File: src/rtl/stopwatch_pkg.sv
`default_nettype none
// ============================================================================
// stopwatch_pkg : shared types and digit limits for the stopwatch engine
// Revision 1.0
// ============================================================================
package stopwatch_pkg;

  typedef enum logic [1:0] {
    IDLE  = 2'd0,
    RUN   = 2'd1,
    PAUSE = 2'd2
  } state_t;

  typedef logic [3:0] bcd_t;

  localparam bcd_t DIGIT_MAX_DEC = 4'd9;
  localparam bcd_t DIGIT_MAX_SEX = 4'd5;

endpackage
`default_nettype wire

File: src/rtl/stopwatch_core_if.sv
`default_nettype none
// ============================================================================
// stopwatch_core_if : button/tick inputs and MM:SS.cc display outputs
// Revision 1.0
// ============================================================================
interface stopwatch_core_if;
  import stopwatch_pkg::*;

  logic tick_in;
  logic start_stop;
  logic clear;
  logic lap;
  bcd_t cs_ones, cs_tens;
  bcd_t s_ones, s_tens;
  bcd_t m_ones, m_tens;
  logic running;
  logic lap_hold;
  logic overflow;

  modport master (
    output tick_in, start_stop, clear, lap,
    input  cs_ones, cs_tens, s_ones, s_tens, m_ones, m_tens,
    input  running, lap_hold, overflow
  );

  modport slave (
    input  tick_in, start_stop, clear, lap,
    output cs_ones, cs_tens, s_ones, s_tens, m_ones, m_tens,
    output running, lap_hold, overflow
  );

endinterface
`default_nettype wire

File: src/rtl/bcd_digit_counter.sv
`default_nettype none
// ============================================================================
// bcd_digit_counter : one BCD digit 0..MAX with ripple carry to the next digit
// Revision 1.0
// ============================================================================
module bcd_digit_counter
  import stopwatch_pkg::*;
#(
  parameter bcd_t MAX = DIGIT_MAX_DEC
) (
  input  wire logic cin,
  input  wire logic rst,
  input  wire logic clear,
  input  wire logic carry_in,
  output bcd_t      digit,
  output logic      carry_out
);

  bcd_t count;

  always_ff @(posedge cin or posedge rst) begin
    if (rst) begin
      count <= '0;
    end else if (clear) begin
      count <= '0;
    end else if (carry_in) begin
      count <= (count == MAX) ? '0 : count + 4'd1;
    end
  end

  assign digit     = count;
  assign carry_out = carry_in & (count == MAX);

endmodule
`default_nettype wire

File: src/rtl/stopwatch_core.sv
`default_nettype none
// ============================================================================
// stopwatch_core : centisecond stopwatch (MM:SS.cc) with synchronized inputs.
// Optional lap hold enabled by defining STOPWATCH_LAP_EN.  Revision 1.0
// ============================================================================
module stopwatch_core
  import stopwatch_pkg::*;
#(
  parameter int SYNC_STAGES = 2  // must be >= 2
) (
  input  wire logic       cin,
  input  wire logic       rst,
  stopwatch_core_if.slave sw
);

`ifdef STOPWATCH_LAP_EN
  localparam int NIN = 4;
`else
  localparam int NIN = 3;
`endif
  localparam int              TICK      = 0;
  localparam int              SS        = 1;
  localparam int              CLR       = 2;
  localparam logic [NIN-1:0]  TICK_MASK = NIN'(1);

  logic [NIN-1:0] raw;
  logic [NIN-1:0] sync_q [SYNC_STAGES];
  logic [NIN-1:0] prev_q;
  logic [NIN-1:0] edge_q;
  logic [NIN-1:0] sync_last;

`ifdef STOPWATCH_LAP_EN
  assign raw = {sw.lap, sw.clear, sw.start_stop, sw.tick_in};
`else
  assign raw = {sw.clear, sw.start_stop, sw.tick_in};
`endif
  assign sync_last = sync_q[SYNC_STAGES-1];

  // Buttons register rising edges only; tick_in registers both edges.
  always_ff @(posedge cin or posedge rst) begin
    if (rst) begin
      for (int i = 0; i < SYNC_STAGES; i++) sync_q[i] <= '0;
      prev_q <= '0;
      edge_q <= '0;
    end else begin
      sync_q[0] <= raw;
      for (int i = 1; i < SYNC_STAGES; i++) sync_q[i] <= sync_q[i-1];
      prev_q <= sync_last;
      edge_q <= (sync_last & ~prev_q) | (~sync_last & prev_q & TICK_MASK);
    end
  end

  logic tick_edge, ss_edge, clr_edge;
  assign tick_edge = edge_q[TICK];
  assign ss_edge   = edge_q[SS];
  assign clr_edge  = edge_q[CLR];

  state_t state, state_next;

  always_ff @(posedge cin or posedge rst) begin
    if (rst) state <= IDLE;
    else     state <= state_next;
  end

  always_comb begin
    state_next = state;
    if (clr_edge) begin
      state_next = IDLE;
    end else if (ss_edge) begin
      case (state)
        IDLE:    state_next = RUN;
        RUN:     state_next = PAUSE;
        PAUSE:   state_next = RUN;
        default: state_next = IDLE;
      endcase
    end
  end

  // The pre-transition state gates counting, so a tick with start_stop in RUN still counts.
  logic inc;
  assign inc = tick_edge & (state == RUN) & ~clr_edge;

  bcd_t       live [6];
  logic [5:0] carry;

  bcd_digit_counter #(.MAX(DIGIT_MAX_DEC)) u_cs_ones (
    .cin(cin), .rst(rst), .clear(clr_edge), .carry_in(inc),
    .digit(live[0]), .carry_out(carry[0]));
  bcd_digit_counter #(.MAX(DIGIT_MAX_DEC)) u_cs_tens (
    .cin(cin), .rst(rst), .clear(clr_edge), .carry_in(carry[0]),
    .digit(live[1]), .carry_out(carry[1]));
  bcd_digit_counter #(.MAX(DIGIT_MAX_DEC)) u_s_ones (
    .cin(cin), .rst(rst), .clear(clr_edge), .carry_in(carry[1]),
    .digit(live[2]), .carry_out(carry[2]));
  bcd_digit_counter #(.MAX(DIGIT_MAX_SEX)) u_s_tens (
    .cin(cin), .rst(rst), .clear(clr_edge), .carry_in(carry[2]),
    .digit(live[3]), .carry_out(carry[3]));
  bcd_digit_counter #(.MAX(DIGIT_MAX_DEC)) u_m_ones (
    .cin(cin), .rst(rst), .clear(clr_edge), .carry_in(carry[3]),
    .digit(live[4]), .carry_out(carry[4]));
  bcd_digit_counter #(.MAX(DIGIT_MAX_SEX)) u_m_tens (
    .cin(cin), .rst(rst), .clear(clr_edge), .carry_in(carry[4]),
    .digit(live[5]), .carry_out(carry[5]));

  logic overflow_q;

  always_ff @(posedge cin or posedge rst) begin
    if (rst) overflow_q <= 1'b0;
    else     overflow_q <= carry[5];
  end

  bcd_t disp [6];
  logic hold;

`ifdef STOPWATCH_LAP_EN
  logic lap_edge;
  bcd_t held [6];

  assign lap_edge = edge_q[3];

  // Leaving RUN for PAUSE also drops the hold so a paused display shows the live count.
  always_ff @(posedge cin or posedge rst) begin
    if (rst) begin
      hold <= 1'b0;
      for (int i = 0; i < 6; i++) held[i] <= '0;
    end else if (clr_edge || (ss_edge && state == RUN)) begin
      hold <= 1'b0;
    end else if (lap_edge && state == RUN) begin
      hold <= ~hold;
      if (!hold) held <= live;
    end
  end

  always_comb begin
    for (int i = 0; i < 6; i++) disp[i] = hold ? held[i] : live[i];
  end
`else
  assign hold = 1'b0;

  always_comb begin
    for (int i = 0; i < 6; i++) disp[i] = live[i];
  end
`endif

  assign sw.cs_ones  = disp[0];
  assign sw.cs_tens  = disp[1];
  assign sw.s_ones   = disp[2];
  assign sw.s_tens   = disp[3];
  assign sw.m_ones   = disp[4];
  assign sw.m_tens   = disp[5];
  assign sw.running  = (state == RUN);
  assign sw.lap_hold = hold;
  assign sw.overflow = overflow_q;

endmodule
`default_nettype wire

File: src/flat_wrapper.sv
// flat-port wrapper written by rule: the top's interface ports become plain ports
module stopwatch_core_flat import stopwatch_pkg::*;
#(
  parameter int SYNC_STAGES = 2                 
)
  (cin, rst, sw_tick_in, sw_start_stop, sw_clear, sw_lap, sw_cs_ones, sw_cs_tens, sw_s_ones, sw_s_tens, sw_m_ones, sw_m_tens, sw_running, sw_lap_hold, sw_overflow);
  stopwatch_core_if sw_i ();
  input  wire logic cin;
  input  wire logic rst;
  input wire logic [$bits(sw_i.tick_in)-1:0] sw_tick_in;
  input wire logic [$bits(sw_i.start_stop)-1:0] sw_start_stop;
  input wire logic [$bits(sw_i.clear)-1:0] sw_clear;
  input wire logic [$bits(sw_i.lap)-1:0] sw_lap;
  output wire logic [$bits(sw_i.cs_ones)-1:0] sw_cs_ones;
  output wire logic [$bits(sw_i.cs_tens)-1:0] sw_cs_tens;
  output wire logic [$bits(sw_i.s_ones)-1:0] sw_s_ones;
  output wire logic [$bits(sw_i.s_tens)-1:0] sw_s_tens;
  output wire logic [$bits(sw_i.m_ones)-1:0] sw_m_ones;
  output wire logic [$bits(sw_i.m_tens)-1:0] sw_m_tens;
  output wire logic [$bits(sw_i.running)-1:0] sw_running;
  output wire logic [$bits(sw_i.lap_hold)-1:0] sw_lap_hold;
  output wire logic [$bits(sw_i.overflow)-1:0] sw_overflow;
  assign sw_i.tick_in = sw_tick_in;
  assign sw_i.start_stop = sw_start_stop;
  assign sw_i.clear = sw_clear;
  assign sw_i.lap = sw_lap;
  assign sw_cs_ones = sw_i.cs_ones;
  assign sw_cs_tens = sw_i.cs_tens;
  assign sw_s_ones = sw_i.s_ones;
  assign sw_s_tens = sw_i.s_tens;
  assign sw_m_ones = sw_i.m_ones;
  assign sw_m_tens = sw_i.m_tens;
  assign sw_running = sw_i.running;
  assign sw_lap_hold = sw_i.lap_hold;
  assign sw_overflow = sw_i.overflow;
  stopwatch_core #(.SYNC_STAGES(SYNC_STAGES)) u_core (.cin(cin), .rst(rst), .sw(sw_i));
endmodule
File: config.mk
export PLATFORM = sky130hd
export DESIGN_NAME = stopwatch_core_flat
export DESIGN_NICKNAME = d
export VERILOG_FILES = /design/src/rtl/stopwatch_pkg.sv /design/src/rtl/stopwatch_core_if.sv /design/src/rtl/bcd_digit_counter.sv /design/src/rtl/stopwatch_core.sv /design/src/flat_wrapper.sv
export SDC_FILE = /design/constraint.sdc
export NUM_CORES = 1
export LEC_CHECK = 0
export ABC_AREA = 0
export CAP_MARGIN = 20
export CELL_PAD_IN_SITES_DETAIL_PLACEMENT = 0
export CELL_PAD_IN_SITES_GLOBAL_PLACEMENT = 1
export CORE_UTILIZATION = 40
export CTS_CLUSTER_DIAMETER = 80
export DETAILED_ROUTE_END_ITERATION = 10
export PLACE_DENSITY_LB_ADDON = 0.1
export SLEW_MARGIN = 20
export SYNTH_ARGS = -nofsm -noshare
export SYNTH_HDL_FRONTEND = slang
export SYNTH_SLANG_ARGS = --single-unit
File: constraint.sdc
create_clock -name cin -period 2.5 [get_ports cin]
set_input_delay 0.625 -clock cin [delete_from_list [all_inputs] [get_ports cin]]
set_output_delay 0.625 -clock cin [all_outputs]
set_load 0.005 [all_outputs]
==> results.yml, run 1 <==
layout:
  multi_input_area_um2: 841
  fin_nets: 226
  num-fill-cells: 399
  stdcell_area_um2: 2330
  finalNonFillerCells: 263
  seq_area_um2: 976
  post-route-util_pct: 52.4
  drive_above_1_share_pct: 7.58
  area_delta_synth_final_pct: 23.6
  diodes: 0
worst_setup_path:
  cp_top_family: "simple AND/OR/NAND/NOR gates"
  endpoint_kind: "flop"
  slowest_stage: "or4_1"
  timing.rr.end: "u_core.u_m_ones.digit[3]"
  rrSetupSlack_ns: 0.42
  cp-endpoint: "u_core.u_m_ones.digit[3]"
  crit_buf_inv: 0
  worstPathRequired_ns: 2.71
  path_depth: 5
  r2r_start: "u_core.u_s_ones.digit[0]"
  cp_cell_sequence: "ha_1, and3b_1, nand4_4, or4_1, a21oi_1"
  r2r_cells: 5
  slowest_delay_ns: 0.58
  cp_max_fo: 21
  setup.worst_path.start: "u_core.u_s_ones.digit[0]"
  path_class: "reg -> reg"
  cp.arrival_ns: 2.30
  start_kind: "flop"
power_and_ir_drop:
  peakVddDrop_v: 0.000349
  power.density_nw_per_um2: 547
  p_leak_nw: 0.989
  finalPower_mw: 1.28
logic_synthesis:
  ys_seq_area_share_pct: 51.8
  synth_area_um2: 1890
  postSynthAreaPerCell_um2: 10.6
  netlist_instances: 178
  syn_nets: 194
  yosys_warnings: 0
  ys_ff_latch: 39
  synth.top_cell.area_share_pct: 51.8
  netlist_top_cells_area: "dfrtp_1 (52%), ha_1 (6.6%), a21oi_1 (4.8%)"
  synth_area_leader_cell: "dfrtp_1"
  synth_cell_types: 40
clock_network:
  clk_pin_slew_worst_paths_ns: 0.08
  clock_sinks: 39
  ctsResizeCount: 0
  clock_path_buffers: 2
  post_cts_buffers: 0
  clk_latency_ns: 0.29
  cts_tree: "yes"
  h-tree-depth: 2
  cts-root-buf: "clkbuf_8"
  cts_hold_buffers: 0
  cts_buffers: 5
die:
  die_area_um2: 4990
  die_x_um: 70.7
  fp.dieH_um: 70.7
  rows: 24
  ios: 33
  core_um2: 4440
  start_util_pct: 42.4
placement:
  gp_congestion: 0.779
  place_area_um2: 2230
  place_inst: 255
  portBuffers: 30
  pre_cts_ws_ns: 0.406
  hpwlAfterDp_um: 2410
sta:
  whs_ns: 0.354
  finalSetupTns_ns: 0
  finalSetupViolCount: 0
  finalMaxSlewViolations: 0
  fmax_ghz: 0.480
  period_share_pct: 83.4
  fin_crit_ns: 2.08
  final-hold-violation-count: 0
  setup_ws_ns: 0.415
  fin_skew_ns: 0.00439
  rsz0062_at_grt: "no"
global_routing:
  antenna_found_initial: 0
  grt_pass1_wl_um: 6040
  gr-total-overflow: 0
  grt_max_degree: 38
  grtUsageTotal_pct: 15.4
  grt_pass1_vias: 1328
routing:
  wl_per_cell_um: 13.5
  ant_nets: 0
  wl_um: 3540
  viasPerCell: 5.40
  remaining_drc_errors: 7
  vias: 1421
  first_iter_violations: 89
  dr.pass1.iters: 7
status:
  violations: "design-rule violations"
  status: "finished, violations left"
min_path:
  hold_class: "reg -> reg"
  hold-path-cell-count: 0
run:
  maxCapViolCount: 0
## worst min path at each step
stage                                 from                  end  slack (ns)
after floorplan           u_core.sync_q[3]  u_core.sync_last[0]        0.33
after CTS                 u_core.sync_q[3]  u_core.sync_last[0]        0.36
after global placement    u_core.sync_q[4]  u_core.sync_last[1]        0.33
after detailed placement  u_core.sync_q[3]  u_core.sync_last[0]        0.34
after global routing      u_core.sync_q[3]  u_core.sync_last[0]        0.36
final                     u_core.sync_q[3]  u_core.sync_last[0]        0.35
## metal layers
metal	routed length, µm	GRT usage, %
met1	1780	20.3
met2	1590	24.3
met3	144	4.27
met4	27	6.00
met5	0	0
## cell usage in the layout (no fill, tap or decap), drive strengths merged, types with 3 or more instances in the layout
master / netlist / layout
nand2: 11 / 11
clkdlybuf4s50: 0 / 30
or3: 7 / 7
xor2: 3 / 3
inv: 8 / 8
nor2: 13 / 13
nor2b: 5 / 5
clkbuf: 4 / 7
nand3: 6 / 6
or4: 6 / 6
a21oi: 18 / 18
ha: 10 / 10
and3b: 7 / 7
dfrtp: 39 / 39
o21ai: 11 / 11
## kinds of logic after synthesis
logic type | after synthesis | synth area share [%]
AND/OR/NAND/NOR | 67 | 22.2
AO/OA/AOI/OAI | 39 | 12.2
flip-flops | 39 | 51.8
buffers and inverters | 15 | 3.65
adder cells (fa/ha/maj) | 10 | 6.64
XOR/XNOR | 5 | 2.32
multiplexers | 2 | 1.06
other | 1 | 0.199
## Yosys cell counts (all sizes together)
cell	number
conb	1
nor3b	1
nand3b	1
nor2	13
inv	8
xnor2	2
or2	1
xor2	3
nand3	6
nor2b	5
o21ai	11
mux2i	2
and4bb	1
or4	6
clkbuf	4
nand4b	1
nor4b	1
o211ai	1
and3b	7
o31ai	2
or4b	1
a31o	2
nand2	11
or3b	1
nand4	2
a31oi	2
dfrtp	39
nor3	2
o311ai	1
or3	7
buf	3
a21oi	18
ha	10
o41ai	1
a21boi	1
## registers in the layout, summed over array words and instances, names as in the netlist, 4 cells and up
name	count
u_core.u_cs_ones.digit	4
u_core.u_cs_tens.digit	4
u_core.u_m_ones.digit	4
u_core.u_m_tens.digit	4
u_core.u_s_ones.digit	4
u_core.u_s_tens.digit	4
## area by class of cell
type	count	area share [%]
well taps	52	2.79
repair buffers	32	13.5
flip-flops and latches	39	41.9
clock buffers	7	4.13
inverters	8	1.29
clock inverters	1	0.322
multi-input cells	124	36.1
## where the power goes
part | internal [mW] | switching, mW | total (mW)
Combinational | 0.0628 | 0.0506 | 0.113
Sequential | 0.660 | 0.0304 | 0.690
Clock | 0.251 | 0.222 | 0.472
Total | 0.974 | 0.302 | 1.28
(Power assumes the default switching activity.)
==> run 2: changes to the inputs <==
clock period = 1.96 ns   (was 2.5 ns; I/O delays follow)
==> results.yml, run 2 (synthesis gave the netlist of run 1 again) <==
worst_setup_path:
  slowest_delay_ns: 0.51
  endpoint_kind: "primary output"
  path_class: "reg -> out"
  cp_cell_sequence: "nor2b_2, clkdlybuf4s50_1"
  slowest_stage: "clkdlybuf4s50_1"
  cp.arrival_ns: 1.36
  start_kind: "flop"
  cp_max_fo: 4
  worstPathRequired_ns: 1.47
global_routing:
  grt_pass1_wl_um: 6540
  grtUsageTotal_pct: 16.8
  antenna_found_initial: 0
  grt_max_degree: 32
  grt_pass1_vias: 1416
  gr-total-overflow: 0
power_and_ir_drop:
  power.density_nw_per_um2: 655
  p_leak_nw: 1.04
  peakVddDrop_v: 0.000275
layout:
  diodes: 0
  area_delta_synth_final_pct: 27.3
  stdcell_area_um2: 2400
  final_cell_mix: "dfrtp_1 (39), clkdlybuf4s50_1 (30), a21oi_1 (18), nor2_1 (13)"
  drive_above_1_share_pct: 11.8
  finalNonFillerCells: 273
  fin_nets: 236
  final_common_cell: "dfrtp_1"
clock_network:
  clk_pin_slew_worst_paths_ns: 0.08
  h-tree-depth: 2
  cts_hold_buffers: 0
  cts_buffers: 5
  clock_sinks: 39
  clk_latency_ns: 0.29
  cts-root-buf: "clkbuf_8"
  clock_path_buffers: 2
  cts_tree: "yes"
routing:
  ant_nets: 0
  vias: 1482
  first_iter_violations: 102
  wl_um: 3830
  wl_per_cell_um: 14.0
  viasPerCell: 5.43
  remaining_drc_errors: 7
  dr.pass1.iters: 7
status:
  status: "finished, violations left"
  violations: "design-rule violations"
placement:
  place_area_um2: 2310
  place_inst: 264
  pre_cts_ws_ns: 0.0839
  gp_congestion: 0.749
  hpwlAfterDp_um: 2620
  portBuffers: 30
sta:
  finalSetupTns_ns: 0
  final-hold-violation-count: 0
  finalSetupViolCount: 0
  finalMaxSlewViolations: 0
  rsz0062_at_grt: "no"
  setup_ws_ns: 0.113
  fin_skew_ns: 0.00582
  period_share_pct: 94.2
  fin_crit_ns: 1.85
  fmax_ghz: 0.541
run:
  maxCapViolCount: 0
die:
  ios: 33
  rows: 24
  core_um2: 4440
  die_x_um: 70.7
  die_area_um2: 4990
  start_util_pct: 42.4
  fp.dieH_um: 70.7
min_path:
  hold_class: "reg -> reg"
[run 2: cell types whose count changed in the layout (fill, tap and decap cells not counted)]
cell and delta:
buf_4 +9, nor2b_1 -1, clkinvlp_4 -1, nor2b_2 +1, and3b_1 -1, clkbuf_8 -2
clkbuf_1 +2, and3b_2 +1, clkinv_2 +1, buf_12 +1
[run 2: stage by stage]
stage	utilization, %	hold WS [ns]	power [mW]
floorplan	-	0.331	0.974
global placement	51.9	0.333	1.06
detailed placement	51.9	0.346	1.06
CTS	53.7	0.363	1.59
global route	54.0	0.376	1.65
finish	54.0	0.358	1.57
[run 2: report_power, final]
part / switching (mW) / internal, mW / total [mW]
logic: 0.0749 / 0.0947 / 0.170
registers: 0.0361 / 0.842 / 0.878
clock network: 0.275 / 0.250 / 0.525
[run 2: worst max-delay path, delay by kind of cell (launching register included)]
family,cells,cell delay [ns]
buffers and inverters,1,0.51
flip-flops,1,0.39
AND/OR/NAND/NOR,1,0.17
[run 2: layer usage]
layer	vias to the layer above	GRT usage, %	share of wire [%]
li1	711	-	-
met1	725	21.5	47
met2	40	28.4	47
met3	6	4.56	5.3
met4	0	4.67	1.2
met5	-	0	0
[run 2: path summary, 6_finish.rpt]
kind / end / slack, ns / startpoint / cells past startpoint
max: sw_running / 0.11 / u_core.state[0] / 2
min: u_core.sync_last[1] / 0.36 / u_core.sync_q[4] / 0
max reg2reg: u_core.u_s_tens.digit[1] / 0.18 / u_core.u_cs_tens.digit[1] / 7
min reg2reg: u_core.sync_last[1] / 0.36 / u_core.sync_q[4] / 0
max in group asynchronous: u_core.u_m_ones.digit[2] / 0.98 / rst / 3
min in group asynchronous: u_core.edge_q[0] / 0.48 / rst / 2
[run 2: area by class of cell]
type	count	area, µm²
sequential	39	976
clock inverter	1	5.00
fill	403	2040
inverter	8	30.0
multi-input combinational	124	845
timing repair buffer	42	403
tap	52	65.1
clock buffer	7	76.3
[run 2: what timing repair did]
item / in CTS / in global routing
resized for setup: 0 / 2
buffers inserted: 0 / 1
endpoints found under the setup margin: 0 / 10
